$ cat config.mk
export PLATFORM = sky130hd
export DESIGN_NAME = uart_rx_ctrl
export DESIGN_NICKNAME = d
export VERILOG_FILES = /design/src/rtl/uart_rx_ctrl.sv
export SDC_FILE = /design/constraint.sdc
export NUM_CORES = 1
export LEC_CHECK = 0
export BUFFER_PORTS_ARGS = -buffer_cell sky130_fd_sc_hd__buf_2
export CORE_UTILIZATION = 37
export CTS_CLUSTER_SIZE = 20
export DETAILED_ROUTE_END_ITERATION = 10
export PLACE_DENSITY = 0.65
export SYNTH_ARGS = -nofsm -noshare
export SYNTH_HDL_FRONTEND = slang
export SYNTH_SLANG_ARGS = --single-unit
$ cat constraint.sdc
create_clock -name clk -period 7.4 [get_ports clk]
set_input_delay 1.85 -clock clk [delete_from_list [all_inputs] [get_ports clk]]
set_output_delay 1.85 -clock clk [all_outputs]
set_load 0.01 [all_outputs]
$ cat src/rtl/uart_rx_ctrl.sv
// uart_rx_ctrl: receive-side controller for the USB-CDC UART bridge.
// Shadows line configuration, buffers received bytes in a FWFT FIFO,
// watches each frame for silent framing failures, flags end-of-packet
// after an idle gap and keeps saturating statistics.
module uart_rx_ctrl #(
   parameter int FIFO_DEPTH = 16
) (
   input  logic                          clk,
   input  logic                          rst_n,
   input  logic                          uart_rx,
   input  logic [15:0]                   cfg_baud_divisor,
   input  logic [3:0]                    cfg_bits,
   input  logic [1:0]                    cfg_parity,
   input  logic [1:0]                    cfg_stop,
   input  logic [7:0]                    cfg_idle_timeout,
   input  logic                          cfg_wr,
   output logic                          cfg_pending,
   output logic                          cfg_applied,
   output logic [15:0]                   rx_baud_divisor,
   output logic [3:0]                    rx_bits_cfg,
   output logic [1:0]                    rx_parity_cfg,
   output logic [1:0]                    rx_stop_cfg,
   input  logic [7:0]                    rx_data,
   input  logic                          rx_done,
   input  logic                          rx_parity_error,
   output logic [7:0]                    m_data,
   output logic                          m_perr,
   output logic                          m_valid,
   input  logic                          m_ready,
   output logic [$clog2(FIFO_DEPTH):0]   fifo_level,
   output logic                          pkt_timeout,
   input  logic                          stat_clr,
   output logic [15:0]                   stat_bytes,
   output logic [15:0]                   stat_perr,
   output logic [15:0]                   stat_ovf,
   output logic [15:0]                   stat_ferr
);

   localparam int AW = $clog2(FIFO_DEPTH);
   localparam int LW = AW + 1;

   typedef struct packed {
      logic [15:0] div;
      logic [3:0]  bits;
      logic [1:0]  par;
      logic [1:0]  stop;
      logic [7:0]  idle;
   } cfg_t;

   localparam cfg_t CFG_RST = '{div: 16'd434, bits: 4'd8, par: 2'd0, stop: 2'd1, idle: 8'd0};

   typedef enum logic {ST_IDLE, ST_FRAME} state_t;

   function automatic logic [15:0] sat_inc(input logic [15:0] v, input logic en);
      return (en && (v != 16'hFFFF)) ? v + 16'd1 : v;
   endfunction

   logic          sync1_q, sync2_q, line_q;
   logic          fall, tick, apply, wd_expire;
   logic [15:0]   tick_lim;
   logic [15:0]   tick_cnt_q, tick_cnt_d;
   state_t        state_q;
   logic [4:0]    wd_q, frame_len;
   cfg_t          cfg_in, shadow_q, shadow_d, active_q, active_d;
   logic          pending_q, pending_d, applied_q, applied_d;
   logic [8:0]    mem_q [FIFO_DEPTH];
   logic [LW-1:0] wr_ptr_q, wr_ptr_d, rd_ptr_q, rd_ptr_d, level;
   logic          full, empty, push, pop, ovf;
   logic [15:0]   bytes_q, bytes_d, perr_q, perr_d, ovf_q, ovf_d, ferr_q, ferr_d;
   logic [7:0]    idle_cnt_q, idle_cnt_d, idle_next;
   logic          idle_hold_q, idle_hold_d, seen_q, seen_d, pkt_q, pkt_d;

   // Line is idle-high; a falling edge is seen one cycle after the 2-FF synchronizer.
   assign fall = line_q & ~sync2_q;

   // Bit tick period never drops below 16 clocks.
   assign tick_lim = (active_q.div < 16'd16) ? 16'd16 : active_q.div;
   assign tick     = !fall && (tick_cnt_q >= tick_lim - 16'd1);

   // Watchdog span: start + data + optional parity + stop + one bit of slack.
   assign frame_len = 5'd2 + {1'b0, active_q.bits} + {4'b0, |active_q.par} + {3'b0, active_q.stop};
   assign wd_expire = (state_q == ST_FRAME) && !rx_done && tick && (wd_q <= 5'd1);

   assign cfg_in = '{div: cfg_baud_divisor, bits: cfg_bits, par: cfg_parity,
                     stop: cfg_stop, idle: cfg_idle_timeout};
   assign apply  = pending_q && (state_q == ST_IDLE) && !fall && !rx_done;

   assign level = wr_ptr_q - rd_ptr_q;
   assign empty = (level == '0);
   assign full  = (level == LW'(FIFO_DEPTH));
   assign pop   = !empty && m_ready;
   assign push  = rx_done && (!full || pop);
   assign ovf   = rx_done && full && !pop;

   // Next-state for bit tick, config, FIFO pointers and statistics.
   always_comb begin
      tick_cnt_d = (fall || tick) ? 16'd0 : tick_cnt_q + 16'd1;
      shadow_d   = cfg_wr ? cfg_in : shadow_q;
      pending_d  = cfg_wr ? 1'b1 : (apply ? 1'b0 : pending_q);
      active_d   = apply ? shadow_q : active_q;
      applied_d  = apply;
      wr_ptr_d   = wr_ptr_q + LW'(push);
      rd_ptr_d   = rd_ptr_q + LW'(pop);
      bytes_d    = stat_clr ? 16'd0 : sat_inc(bytes_q, rx_done);
      perr_d     = stat_clr ? 16'd0 : sat_inc(perr_q, rx_done && rx_parity_error);
      ovf_d      = stat_clr ? 16'd0 : sat_inc(ovf_q, ovf);
      ferr_d     = stat_clr ? 16'd0 : sat_inc(ferr_q, wd_expire);
   end

   // Idle-gap timer: one end-of-packet pulse per gap, only if a byte arrived.
   always_comb begin
      idle_cnt_d  = idle_cnt_q;
      idle_hold_d = idle_hold_q;
      seen_d      = seen_q | rx_done;
      pkt_d       = 1'b0;
      idle_next   = idle_cnt_q + 8'd1;
      if (fall) begin
         idle_cnt_d  = 8'd0;
         idle_hold_d = 1'b0;
      end else if ((state_q == ST_IDLE) && sync2_q && tick && !idle_hold_q &&
                   (active_q.idle != 8'd0)) begin
         idle_cnt_d = idle_next;
         if (idle_next >= active_q.idle) begin
            idle_hold_d = 1'b1;
            if (seen_q) begin
               pkt_d  = 1'b1;
               seen_d = rx_done;
            end
         end
      end
   end

   // Frame tracker: IDLE until a start edge, FRAME until rx_done or watchdog expiry.
   always_ff @(posedge clk or negedge rst_n) begin
      if (!rst_n) begin
         state_q <= ST_IDLE;
         wd_q    <= 5'd0;
      end else begin
         case (state_q)
            ST_IDLE: begin
               if (fall) begin
                  state_q <= ST_FRAME;
                  wd_q    <= frame_len;
               end
            end
            ST_FRAME: begin
               if (rx_done || wd_expire) state_q <= ST_IDLE;
               else if (tick)            wd_q    <= wd_q - 5'd1;
            end
            default: state_q <= ST_IDLE;
         endcase
      end
   end

   // Control and counter state.
   always_ff @(posedge clk or negedge rst_n) begin
      if (!rst_n) begin
         sync1_q     <= 1'b1;
         sync2_q     <= 1'b1;
         line_q      <= 1'b1;
         tick_cnt_q  <= 16'd0;
         shadow_q    <= CFG_RST;
         active_q    <= CFG_RST;
         pending_q   <= 1'b0;
         applied_q   <= 1'b0;
         wr_ptr_q    <= '0;
         rd_ptr_q    <= '0;
         bytes_q     <= 16'd0;
         perr_q      <= 16'd0;
         ovf_q       <= 16'd0;
         ferr_q      <= 16'd0;
         idle_cnt_q  <= 8'd0;
         idle_hold_q <= 1'b0;
         seen_q      <= 1'b0;
         pkt_q       <= 1'b0;
      end else begin
         sync1_q     <= uart_rx;
         sync2_q     <= sync1_q;
         line_q      <= sync2_q;
         tick_cnt_q  <= tick_cnt_d;
         shadow_q    <= shadow_d;
         active_q    <= active_d;
         pending_q   <= pending_d;
         applied_q   <= applied_d;
         wr_ptr_q    <= wr_ptr_d;
         rd_ptr_q    <= rd_ptr_d;
         bytes_q     <= bytes_d;
         perr_q      <= perr_d;
         ovf_q       <= ovf_d;
         ferr_q      <= ferr_d;
         idle_cnt_q  <= idle_cnt_d;
         idle_hold_q <= idle_hold_d;
         seen_q      <= seen_d;
         pkt_q       <= pkt_d;
      end
   end

   // FIFO storage holds {perr, data}; contents need no reset.
   always_ff @(posedge clk) begin
      if (push) mem_q[wr_ptr_q[AW-1:0]] <= {rx_parity_error, rx_data};
   end

   assign cfg_pending     = pending_q;
   assign cfg_applied     = applied_q;
   assign rx_baud_divisor = active_q.div;
   assign rx_bits_cfg     = active_q.bits;
   assign rx_parity_cfg   = active_q.par;
   assign rx_stop_cfg     = active_q.stop;
   assign m_data          = mem_q[rd_ptr_q[AW-1:0]][7:0];
   assign m_perr          = mem_q[rd_ptr_q[AW-1:0]][8];
   assign m_valid         = !empty;
   assign fifo_level      = level;
   assign pkt_timeout     = pkt_q;
   assign stat_bytes      = bytes_q;
   assign stat_perr       = perr_q;
   assign stat_ovf        = ovf_q;
   assign stat_ferr       = ferr_q;

endmodule
==> results.md <==
- CTS buffer count: 37
- Setup repair after global routing missed its margin: false
- Setup TNS: 0 ns
- Final net count: 1434
- DIE WIDTH: 204 µm
- CP Class: reg2reg
- Max transition margin: 17.6%
- CP delay by family, top: simple AND/OR/NAND/NOR gates
- Slew @ Worst Pin: 1.23 ns
- Net Count, Synth: 1308
- Cells on Worst Hold Path: 0
- Post-synth EDFFs: 144
- Dpl hpwl: 23.3 mm
- Skew final: 0.0420 ns
- # IOs: 154
- CP peak stage delay: 0.79 ns
- Post-synth cell types: 59
- Layout cell share with drive strength beyond 1: 26.0%
- Total GRT Usage: 17.1%
- Antenna violations before repair: 0
- Syn avg cell area: 12.4 µm²
- Asr flop ratio synth: 55.0%
- Final Hold Vio Count: 0
- H-tree depth: 2
- Vias per std cell: 5.30
- Total Power: 5.88 mW
- R2r worst-path depth: 17
- Mapped cell area: 15100 µm²
- Hold Path Sink: sync2_q
- Initial DRC Count: 668
- Number of routed nets with antenna violations: 0
- Core ar.: 39900 µm²
- R2r setup slk: 0.88 ns
- FMAX: 153 MHz
- Area Growth Syn to Fin: 16.1%
- Req. time, crit path: 7.83 ns
- Total wire length: 35.2 mm
- Reg2reg start: rx_baud_divisor[6]
- Initial Utilization: 37.7%
- Max_cap viols: 0
- Die area: 41500 µm²
- Multi-input gate area: 5840 µm²
- Sequential-to-total area share from yosys stat: 58.1%
- CTS sink cnt: 320
- Hold path start: sync1_q
- Hold Crit Class: reg2reg
- Worst EP arrival: 6.95 ns
- Synth Flop Type: dfrtp_1
- Via count: 10027
- Crit end category: flop
- Root buf cell: clkbuf_16
- GRT overflow: 0
- Startpoint Class: flop
- Gate Count Post-Synth: 1213
- TritonCTS clock tree: built
- Global-route wire length before repair: 55.6 mm
- Remaining DRCs: 0
- Skew-Pair Late Insertion Delay: 0.56 ns
- CTS Buffer Depth: 3
- Final GP Congestion: 0.819
- Final setup viols: 0
- Minimum clock period: 6.52 ns
- PwrDens: 336 nW/µm²
- Worst-path fanout max: 20
- Reg2Reg Capture Point: wd_q[4]
- Vias in the first global route: 9919
- Wire per inst: 18.6 µm
- Drt pass-1 iters: 5
- Largest net degree at the start of global routing: 76
- IO buf count: 153
- Critical-path top delay cell: nor4_1
- Hold_buf cts: 0
- Status: finished clean
- Register Area: 8750 µm²
- Register bit count reported by yosys: 320
- Peak VDD IR: 0.000216 V
- Cell Rows: 73
- Critical-path cell list: nor4_1, nor4b_1, nand2b_1, or2_2, nand2_1, ha_1, nand2_1, nor3b_1, nand3_1, xor2_1, ha_1, nand4_1, or4_1, o32a_1, and2_1, o32a_1, a221o_1
- Yosys warns: 0
- Worst Path Buf+Inv: 0
- Pins over their slew limit: 0
- Reg clk slew, reported paths: 0.06 ns
- Leak: 7.07 nW
- Setup Buffers After CTS: 0
- Final Cycle Share: 88.1%
- Post-CTS resize count: 0
- Die Ht: 204 µm
- ANT cells: 0
- Layout fillers: 3623
-- Yosys cell counts, types with 8 or more instances --
cell type	instances	share of area, %
o21ai_0	37	1.2
nand2_1	84	2.1
a21oi_1	31	1.0
xor2_1	43	2.5
clkbuf_1	49	1.2
edfxtp_1	144	29
or2_2	13	0.54
and2_1	8	0.33
or4_1	12	0.60
a22oi_1	8	0.40
ha_1	44	3.7
nand4_1	35	1.5
nand3_1	41	1.4
mux2i_1	39	2.6
mux2_2	67	5.0
nor2b_1	17	0.71
mux4_2	18	2.7
o41ai_1	12	0.70
buf_4	24	1.2
and3_1	15	0.62
inv_1	33	0.82
o311ai_0	12	0.70
dfstp_2	17	3.0
xnor2_1	26	1.5
a221oi_1	19	1.1
nor2_1	86	2.1
dfrtp_1	159	26
nor4_1	12	0.50
nor3_1	24	0.80
-- how the worst max path moves through the flow --
stage	start	end	slack (ns)	depth (start not counted)
global route	rx_baud_divisor[6]	wd_q[4]	0.44	17
floorplan	rx_baud_divisor[6]	stat_ferr[12]	2.22	19
finish	rx_baud_divisor[6]	wd_q[4]	0.88	17
detailed placement	rx_baud_divisor[6]	wd_q[4]	1.01	17
global placement	rx_baud_divisor[6]	wd_q[4]	1.27	17
CTS	rx_baud_divisor[6]	wd_q[4]	0.99	17
-- cell families (layout without fill, tap and decap cells) --
group	Yosys count	in the layout	synth area share (%)
buf+inv	116	270	3.56
compound gates	155	155	7.04
fa+ha+maj	47	47	4.05
simple gates	382	382	12.9
flops	320	320	58.1
mux	124	124	10.3
xor+xnor	69	69	4.01
-- area by class of cell --
class                           instances  share of cell area, %
Timing Repair Buffer                  169                   5.10
Clock buffer                           51                   5.95
Multi-Input combinational cell        777                   33.4
Clock inverter                         16                   1.01
Sequential cell                       320                   50.0
Tap cell                              525                   3.76
Inverter                               34                  0.730
-- layer usage --
layer	vias up	GRT usage [%]	routed length, µm	part of all wire [%]
li1	4734	-	-	-
met1	4965	22.4	15000	43
met2	267	27.3	16900	48
met3	61	4.71	2360	6.7
met4	0	5.85	986	2.8
met5	-	0	0	0
-- layout by cell type (no fill, tap or decap), types with 33 or more instances in the layout --
cell type	instances
dfrtp_1	158
buf_2	152
edfxtp_1	144
nor2_1	85
nand2_1	84
mux2_2	67
ha_1	44
xor2_1	43
nand3_1	41
mux2i_1	39
clkbuf_16	38
o21ai_0	37
nand4_1	35
inv_1	33
-- per-stage QoR --
step | util [%] | setup slack, ns | area [µm²] | instances | hold WS (ns)
floorplan | - | 2.22 | 15100 | 1213 | 0.345
global placement | 40.8 | 1.27 | 16300 | 1825 | 0.363
detailed placement | 40.8 | 1.01 | 16300 | 1825 | 0.363
CTS | 43.8 | 0.990 | 17500 | 1892 | 0.377
global route | 43.8 | 0.445 | 17500 | 1892 | 0.378
finish | 43.8 | 0.884 | 17500 | 1892 | 0.382
-- state kept, by name (all words and copies together), names as in the netlist, 4 cells and up --
name,cells
idle_cnt_q,8
stat_bytes,16
wr_ptr_q,5
rx_baud_divisor,16
stat_ferr,16
shadow_q,32
stat_perr,16
active_q,8
tick_cnt_q,16
rd_ptr_q,5
mem_q,144
stat_ovf,16
wd_q,5
rx_bits_cfg,4
-- where the power goes --
group | internal (mW) | total, mW | leakage, nW | switching [mW]
Combinational | 0.699 | 1.71 | 2.95 | 1.01
Sequential | 2.11 | 2.35 | 3.54 | 0.236
Clock | 1.06 | 1.82 | 0.585 | 0.756
No activity file was read; power rests on OpenSTA's default activity.
